### config.mk
export PLATFORM = sky130hd
export DESIGN_NAME = uart_txrx_core
export DESIGN_NICKNAME = d
export VERILOG_FILES = /design/src/rtl/uart_pkg.sv /design/src/rtl/uart_tick_gen.sv /design/src/rtl/uart_txrx_core.sv
export SDC_FILE = /design/constraint.sdc
export NUM_CORES = 1
export LEC_CHECK = 0
export CAP_MARGIN = 20
export CORE_MARGIN = 4
export CORE_UTILIZATION = 46
export DETAILED_ROUTE_END_ITERATION = 7
export PLACE_DENSITY_LB_ADDON = 0.1
export SLEW_MARGIN = 30
export SYNTH_ARGS = -nofsm -noshare
export SYNTH_HDL_FRONTEND = slang
export SYNTH_SLANG_ARGS = --single-unit
export TNS_END_PERCENT = 5
### constraint.sdc
create_clock -name clk_in -period 2.15 [get_ports clk_in]
set_input_delay 0.43 -clock clk_in [delete_from_list [all_inputs] [get_ports clk_in]]
set_output_delay 0.43 -clock clk_in [all_outputs]
set_load 0.1 [all_outputs]
### src/rtl/uart_pkg.sv
// Shared types and constants for the 8N1 UART core.
// Imported by the tick generator and the top-level TX/RX FSMs.
package uart_pkg;

    localparam int DATA_BITS  = 8;
    localparam int OVERSAMPLE = 16;

    typedef enum logic [2:0] {
        TX_IDLE,
        TX_WAIT,
        TX_START,
        TX_DATA,
        TX_STOP
    } tx_state_t;

    typedef enum logic [2:0] {
        RX_IDLE,
        RX_START,
        RX_DATA,
        RX_STOP,
        RX_RECOVER
    } rx_state_t;

endpackage

### src/rtl/uart_tick_gen.sv
// Free-running oversample tick (rx_en) and bit tick (tx_en) generator.
// tx_en coincides with every 16th rx_en.
module uart_tick_gen
    import uart_pkg::*;
#(
    parameter int RX_DIV = 27
) (
    input  logic clk_i,
    input  logic rst_i,
    output logic rx_en_o,
    output logic tx_en_o
);

    localparam int CW = $clog2(RX_DIV);
    localparam logic [CW-1:0] DIV_LAST = CW'(RX_DIV - 1);
    localparam logic [3:0] TICK_LAST = 4'(OVERSAMPLE - 1);

    logic [CW-1:0] div_q;
    logic [3:0]    tick_q;

    assign rx_en_o = (div_q == DIV_LAST);
    assign tx_en_o = rx_en_o && (tick_q == TICK_LAST);

    always_ff @(posedge clk_i or posedge rst_i) begin
        if (rst_i) begin
            div_q  <= '0;
            tick_q <= '0;
        end else if (rx_en_o) begin
            div_q  <= '0;
            tick_q <= tick_q + 4'd1;
        end else begin
            div_q  <= div_q + 1'b1;
        end
    end

endmodule

### src/rtl/uart_txrx_core.sv
// 8N1 UART: shared tick generator, serial transmitter and
// 16x-oversampling receiver between a byte interface and the pins.
module uart_txrx_core
    import uart_pkg::*;
#(
    parameter int CLK_FREQ = 50_000_000,
    parameter int BAUD     = 115200
) (
    input  logic       clk_in,
    input  logic       rst,
    input  logic       tx_data_en,
    input  logic [7:0] tx_data_in,
    output logic       tx_finish,
    output logic       tx_busy,
    output logic       tx_serial_data,
    input  logic       rx_serial_data,
    output logic       rx_finish,
    output logic [7:0] rx_data,
    output logic       rx_frame_err
);

    localparam int SPB    = BAUD * OVERSAMPLE;
    localparam int RX_DIV = (CLK_FREQ + SPB / 2) / SPB;
    localparam logic [2:0] LAST_BIT = 3'(DATA_BITS - 1);
    localparam logic [3:0] MID_TICK = 4'(OVERSAMPLE / 2 - 1);
    localparam logic [3:0] END_TICK = 4'(OVERSAMPLE - 1);

    logic rx_en;
    logic tx_en;

    uart_tick_gen #(
        .RX_DIV (RX_DIV)
    ) u_tick (
        .clk_i   (clk_in),
        .rst_i   (rst),
        .rx_en_o (rx_en),
        .tx_en_o (tx_en)
    );

    tx_state_t  tx_state_q;
    logic [7:0] tx_byte_q;
    logic [2:0] tx_idx_q;
    logic       tx_line_q;
    logic       tx_busy_q;
    logic       tx_fin_q;

    // A request in the finish cycle is dropped so a held level
    // cannot retrigger on the same clock the frame completes.
    always_ff @(posedge clk_in or posedge rst) begin
        if (rst) begin
            tx_state_q <= TX_IDLE;
            tx_byte_q  <= '0;
            tx_idx_q   <= '0;
            tx_line_q  <= 1'b1;
            tx_busy_q  <= 1'b0;
            tx_fin_q   <= 1'b0;
        end else begin
            tx_fin_q <= 1'b0;
            unique case (tx_state_q)
                TX_IDLE: begin
                    if (tx_data_en && !tx_fin_q) begin
                        tx_byte_q  <= tx_data_in;
                        tx_busy_q  <= 1'b1;
                        tx_state_q <= TX_WAIT;
                    end
                end
                TX_WAIT: begin
                    if (tx_en) begin
                        tx_line_q  <= 1'b0;
                        tx_state_q <= TX_START;
                    end
                end
                TX_START: begin
                    if (tx_en) begin
                        tx_line_q  <= tx_byte_q[0];
                        tx_idx_q   <= '0;
                        tx_state_q <= TX_DATA;
                    end
                end
                TX_DATA: begin
                    if (tx_en) begin
                        if (tx_idx_q == LAST_BIT) begin
                            tx_line_q  <= 1'b1;
                            tx_state_q <= TX_STOP;
                        end else begin
                            tx_idx_q  <= tx_idx_q + 3'd1;
                            tx_line_q <= tx_byte_q[tx_idx_q + 3'd1];
                        end
                    end
                end
                TX_STOP: begin
                    if (tx_en) begin
                        tx_fin_q   <= 1'b1;
                        tx_busy_q  <= 1'b0;
                        tx_state_q <= TX_IDLE;
                    end
                end
                default: tx_state_q <= TX_IDLE;
            endcase
        end
    end

    assign tx_serial_data = tx_line_q;
    assign tx_busy        = tx_busy_q;
    assign tx_finish      = tx_fin_q;

    logic [1:0] sync_q;
    logic       rx_s;

    always_ff @(posedge clk_in or posedge rst) begin
        if (rst) begin
            sync_q <= 2'b11;
        end else begin
            sync_q <= {sync_q[0], rx_serial_data};
        end
    end

    assign rx_s = sync_q[1];

    rx_state_t  rx_state_q;
    logic [3:0] rx_cnt_q;
    logic [2:0] rx_idx_q;
    logic [7:0] rx_shift_q;
    logic [7:0] rx_data_q;
    logic       rx_fin_q;
    logic       rx_err_q;

    always_ff @(posedge clk_in or posedge rst) begin
        if (rst) begin
            rx_state_q <= RX_IDLE;
            rx_cnt_q   <= '0;
            rx_idx_q   <= '0;
            rx_shift_q <= '0;
            rx_data_q  <= '0;
            rx_fin_q   <= 1'b0;
            rx_err_q   <= 1'b0;
        end else begin
            rx_fin_q <= 1'b0;
            rx_err_q <= 1'b0;
            unique case (rx_state_q)
                RX_IDLE: begin
                    if (rx_en && !rx_s) begin
                        rx_cnt_q   <= '0;
                        rx_state_q <= RX_START;
                    end
                end
                RX_START: begin
                    if (rx_en) begin
                        if (rx_cnt_q == MID_TICK) begin
                            rx_cnt_q   <= '0;
                            rx_idx_q   <= '0;
                            rx_state_q <= rx_s ? RX_IDLE : RX_DATA;
                        end else begin
                            rx_cnt_q <= rx_cnt_q + 4'd1;
                        end
                    end
                end
                RX_DATA: begin
                    if (rx_en) begin
                        if (rx_cnt_q == END_TICK) begin
                            rx_cnt_q   <= '0;
                            rx_shift_q <= {rx_s, rx_shift_q[7:1]};
                            rx_idx_q   <= rx_idx_q + 3'd1;
                            if (rx_idx_q == LAST_BIT) begin
                                rx_state_q <= RX_STOP;
                            end
                        end else begin
                            rx_cnt_q <= rx_cnt_q + 4'd1;
                        end
                    end
                end
                RX_STOP: begin
                    if (rx_en) begin
                        if (rx_cnt_q == END_TICK) begin
                            rx_cnt_q <= '0;
                            if (rx_s) begin
                                rx_data_q  <= rx_shift_q;
                                rx_fin_q   <= 1'b1;
                                rx_state_q <= RX_IDLE;
                            end else begin
                                rx_err_q   <= 1'b1;
                                rx_state_q <= RX_RECOVER;
                            end
                        end else begin
                            rx_cnt_q <= rx_cnt_q + 4'd1;
                        end
                    end
                end
                RX_RECOVER: begin
                    if (rx_en && rx_s) begin
                        rx_state_q <= RX_IDLE;
                    end
                end
                default: rx_state_q <= RX_IDLE;
            endcase
        end
    end

    assign rx_finish    = rx_fin_q;
    assign rx_data      = rx_data_q;
    assign rx_frame_err = rx_err_q;

endmodule

# Yosys cells after proc, flatten, opt, wreduce, memory -nomap -nowiden
# Index checks and enable logic that the tools add are counted.
classes:
  n_reduce_logical: 24
  muxes: 53
  add_sub_neg: 5
  magnitude_cmp: 1
  eq_ne: 31
ops:
  columns: ["cell", "n"]
  rows:
  - ["two-way mux 3 bit", 22]
  - ["!= test 2 bit, second input constant", 16]
  - ["case mux 3 bit (5 select lines)", 2]
  - ["two-way mux 4 bit", 5]
  - ["two-way mux 1 bit", 16]
  - ["AND reduction 4 bit", 4]
  - ["== test 3 x 2 -> 1 bit, second input constant", 4]
  - ["== test 3 bit, second input constant", 4]
  - ["case mux 3 bit (2 select lines)", 2]
  - ["case mux 4 bit (3 select lines)", 1]
  - ["AND reduction 9 bit", 1]
  - ["adder 4 x 1 -> 4 bit, second input constant", 2]
  - ["== test 4 bit, second input constant", 2]
  - ["adder 3 x 1 -> 3 bit, second input constant", 2]
  - ["== test 3 x 1 -> 1 bit, second input constant", 2]
  - ["logical NOT 3 bit", 2]
  - ["AND reduction 3 bit", 2]
  - ["AND reduction 6 bit", 1]
  - ["nonzero test 2 bit", 3]
  - ["nonzero test 3 bit", 2]
  - ["adder 5 x 1 -> 5 bit, second input constant", 1]
  - ["== test 5 bit, second input constant", 1]
  - ["two-way mux 5 bit", 1]
  - ["AND reduction 5 bit", 1]
  - ["11 further kinds", 15]
totals:
  elab_cells: 130
  input_bits: 12
  out_inout_bits: 13
  ff_bits: 56

# Logic depth before layout (Yosys ltp)
# Gate-level depths: netlist of the first run.
logic_depth:
  word_depth: 6
  depth_mapped: 7
  mapped_depth_nobuf: 6

# Cells and area by module
# A second synthesis of the first run with hierarchy kept.
hier_totals:
  hier_cells: 205
  area_unflattened_um2: 2605.0
by_module_without_submodules:
  columns: ["module", "area_each_um2", "cells_per_inst", "seq_area_each_um2", "n_inst"]
  rows:
  - ["uart_txrx_core", 2189.6, 170, 1179.9, 1]
  - ["uart_tick_gen", 415.4, 35, 225.2, 1]

# Worst setup path before layout of the first run
# No wires, ideal clock.
synth_timing:
  kind: "reg2reg"
  start: "reg tx_fin_q (netlist: tx_finish)"
  end: "reg tx_byte_q[0]"
  setup_time_ns: 0.125
  arrival_time_ns: 1.791
  period_less_slack_ns: 1.916
  path_slack_ns: 0.234
  required_ns: 2.025
  path_stages_with_launch: 4
  path_buffers: 0
  cell_sequence: "dfrtp_1 nand2b_1 nor4_4 mux2_2"
synth_via:
  elab_chain_cells: 3
synth_rtl:
  columns: ["item", "line", "rtl"]
  rows:
  - ["from (decl)", "uart_txrx_core.sv:45", "logic tx_fin_q;"]
  - ["from (signal assigned)", "uart_txrx_core.sv:56", "tx_fin_q <= 1'b0;"]
  - ["from (signal assigned)", "uart_txrx_core.sv:58", "tx_fin_q <= 1'b0;"]
  - ["from (signal assigned)", "uart_txrx_core.sv:93", "tx_fin_q <= 1'b1;"]
  - ["logical NOT 1 bit", "uart_txrx_core.sv:61", "if (tx_data_en && !tx_fin_q) begin"]
  - ["logical AND 1 bit", "uart_txrx_core.sv:61", null]
  - ["AND reduction 2 bit (no line)", null, null]
  - ["to (signal assigned)", "uart_txrx_core.sv:62", "tx_byte_q <= tx_data_in;"]
  - ["to (decl)", "uart_txrx_core.sv:41", "logic [7:0] tx_byte_q;"]
# Every way passes these cells.
# A chain may end at the register's enable or synchronous reset.

# Worst setup path after layout of the first run
layout_timing:
  start: "reg u_tick.div_q[0]"
  end: "reg rx_shift_q[3]"
layout_via:
  elab_chain_cells: 2
layout_rtl:
  columns: ["item", "line", "rtl"]
  rows:
  - ["from (decl)", "uart_tick_gen.sv:18", "logic [CW-1:0] div_q;"]
  - ["from (signal assigned)", "uart_tick_gen.sv:32", "div_q <= div_q + 1'b1;"]
  - ["== test 5 bit", "uart_tick_gen.sv:21", "assign rx_en_o = (div_q == DIV_LAST);"]
  - ["AND reduction 3 bit (no line)", null, null]
  - ["to (signal assigned)", "uart_txrx_core.sv:162", "rx_shift_q <= {rx_s, rx_shift_q[7:1]};"]
  - ["to (decl)", "uart_txrx_core.sv:123", "logic [7:0] rx_shift_q;"]
# Every way passes these cells.

==> out/qor.yml, run 1 <==
hp-class: "flop to flop"
crit_path_end: "rx_shift_q[3]"
synth_area_leaders: "dfrtp_1, mux2_2, ha_1"
crit_path_max_fanout: 11
drt_iter0_drc: 61
yosys.area.top_type: "dfrtp_1"
finClkSkew_ns: 0.0111
run_status: "completed"
postCtsSetupRepairBufs: 0
cp.required_ns: 2.36
synthTopCellsByCount: "dfrtp_1, mux2_2, nand2_1, nor2_1, nand3_1"
cp-end-kind: "flop"
n_fill_cell: 464
initial_core_util: 0.473
finalSetupViolCount: 0
drc: 0
synthCells: 213
crit_path_start: "u_tick.div_q[0]"
grt_max_degree: 57
dr.pass1.iters: 6
slew_viol_final: 0
multiInputGateArea_mm2: 0.00111
vias_per_cell: 5.30
leakage_nw: 1.38
synth_cell_types: 47
ys_seq_area_frac: 0.539
final-seq-area_mm2: 0.00141
post_cts_resized: 0
finalHoldViolCount: 0
antenna_found_initial: 0
startpoint_type: "flop"
critical_path_class: "flop to flop"
core_area_mm2: 0.00551
period_needed_ns: 1.93
numPortBuffers: 24
rows: 27
ant_nets: 0
clock_latency_ns: 0.31
synthArstFlopShare: 1.00
drive_above_1_share: 0.275
grt_pass1_wl_um: 7850
worst_ep_arrival_time_ns: 2.13
root_buffer: "clkbuf_8"
cts_tree: "done"
n_antenna_cell: 0
timing.rr.start: "u_tick.div_q[0]"
syn_area_per_cell_um2: 12.2
syn-cell-area_mm2: 0.00260
dp_hpwl_um: 3010
yosys_warnings: 0
reg2reg_setup_slack_ns: 0.22
synth_most_common_cell: "dfrtp_1"
max-vdd-ir-drop_uv: 399
die_h_um: 83.3
timing.setup.tns_ns: 0
dr_wl_met2_um: 1900
synth_seq_cells: 56
pwr_density_cell_mw_per_mm2: 582
areaGrowthSynthToFinish_pct: 15.7
tightest_slew_ns: 0.543
totalWireLength_um: 4390
fp.dieArea_mm2: 0.00693
h-tree-depth: 2
grt_pass1_vias: 1681
timing.max_cap.violations: 0
fmax_mhz: 519
syn_nets: 233
routabilityCongestion: 0.741
wire_per_inst_um: 13.9
numCtsBuffers: 5
final_core_util: 0.547
gr-total-overflow: 0
clock_sinks: 56
slew_headroom: 0.638
rsz0062_at_grt: "false"
synth_top_area_frac: 0.509
cts_buffer_depth: 2
top_layer: "met4"
finalCritPeriodShare: 0.896
fin_nets: 263
met1_length_um: 2260
vias: 1675
total_power_mw: 1.75
pin_count: 25
regToRegEndpoint: "rx_shift_q[3]"
worstRegToRegCells: 6
ys.flop_type: "dfrtp_1"
synth_edf_count: 0
grt_util_all_layers: 0.138
dieWidth_um: 83.3
cts_hold_buf: 0
whs_ns: 0.363
path_clk_slew_ns: 0.11
wl_met3_um: 158
==> through the flow <==
step | setup slack, ns | instances | instance area (um^2)
finish | 0.225 | 316 | 3010
global route | 0.113 | 316 | 3010
CTS | 0.0983 | 315 | 3010
detailed placement | 0.106 | 307 | 2920
global placement | 0.168 | 307 | 2920
floorplan | 0.234 | 213 | 2610
==> cells by family (layout without fill, tap and decap cells) <==
| group | Yosys count | in the layout | synth area share |
|---|---|---|---|
| fa+ha+maj | 8 | 8 | 0.0384 |
| simple gates | 64 | 64 | 0.150 |
| flops | 56 | 56 | 0.539 |
| mux | 28 | 28 | 0.129 |
| xor+xnor | 6 | 6 | 0.0202 |
| compound gates | 32 | 32 | 0.0874 |
| buf+inv | 19 | 50 | 0.0360 |
==> area by class of cell <==
type / instances / area share
clock inverters: 3 / 0.00747
well taps: 72 / 0.0299
flip-flops and latches: 56 / 0.466
clock buffers: 5 / 0.0228
repair buffers: 33 / 0.0955
multi-input cells: 138 / 0.367
inverters: 9 / 0.0112
==> state kept, by name (all words and copies together), names as in the netlist <==
signal / count
rx_data: 8
u_tick.tick_q: 4
rx_frame_err: 1
rx_cnt_q: 4
tx_byte_q: 8
tx_serial_data: 1
tx_idx_q: 3
tx_finish: 1
tx_state_q: 3
sync_q: 2
rx_state_q: 3
rx_idx_q: 3
rx_shift_q: 8
u_tick.div_q: 5
rx_finish: 1
tx_busy: 1
==> placed cells by master (no fill, tap or decap), drive strengths merged, types with 2 or more instances in the layout <==
master,n
nand2b,4
o21ai,7
a21oi,7
nand3b,3
mux4,2
nor3,2
clkinv,2
o31ai,3
xnor2,5
o41ai,2
nor2,13
ha,8
nand3,10
nand2,14
a311oi,2
o211ai,2
dfrtp,53
nand4,2
buf,22
inv,10
mux2i,2
nand4b,2
clkbuf,5
mux2,24
a21o,2
dfstp,3
clkdlybuf4s50,11
a211oi,3
nor4,5
==> worst max-delay path, cell delays in order (launching register included) <==
cell,delay [ns]
dfrtp_1,0.42
inv_1,0.07
ha_1,0.23
nand4b_4,0.24
nor4_4,0.32
buf_4,0.21
mux2_2,0.34
==> where the power goes <==
part           internal [mW]  switching, mW  total (mW)
clock                  0.235          0.361       0.596
sequential              1.07         0.0113        1.08
combinational         0.0419         0.0303      0.0722
==> per-layer routing <==
| metal | track usage | vias up |
|---|---|---|
| met5 | 0 | - |
| met4 | 0.0446 | 0 |
| met3 | 0.0298 | 7 |
| met2 | 0.206 | 25 |
| met1 | 0.199 | 817 |
| li1 | - | 826 |
==> worst min path at each step <==
stage          startpoint   endpoint  slack, ns  cells past startpoint
2_1_floorplan   sync_q[0]  sync_q[1]       0.35                      0
3_3_place_gp    sync_q[0]  sync_q[1]       0.35                      0
3_5_place_dp    sync_q[0]  sync_q[1]       0.35                      0
4_1_cts         sync_q[0]  sync_q[1]       0.36                      0
5_1_grt         sync_q[0]  sync_q[1]       0.37                      0
6_report        sync_q[0]  sync_q[1]       0.36                      0
No activity file was read; power rests on OpenSTA's default activity.
==> inputs of run 2 (changes only) <==
--- a/config.mk
+++ b/config.mk
@@ -9,6 +9,7 @@
 export CORE_MARGIN = 4
 export CORE_UTILIZATION = 46
 export DETAILED_ROUTE_END_ITERATION = 7
+export HOLD_SLACK_MARGIN = 0.1
 export PLACE_DENSITY_LB_ADDON = 0.1
 export SLEW_MARGIN = 30
 export SYNTH_ARGS = -nofsm -noshare
==> results of run 2 <==
The final DEF is identical to that of run 1; final timing and power are the same.
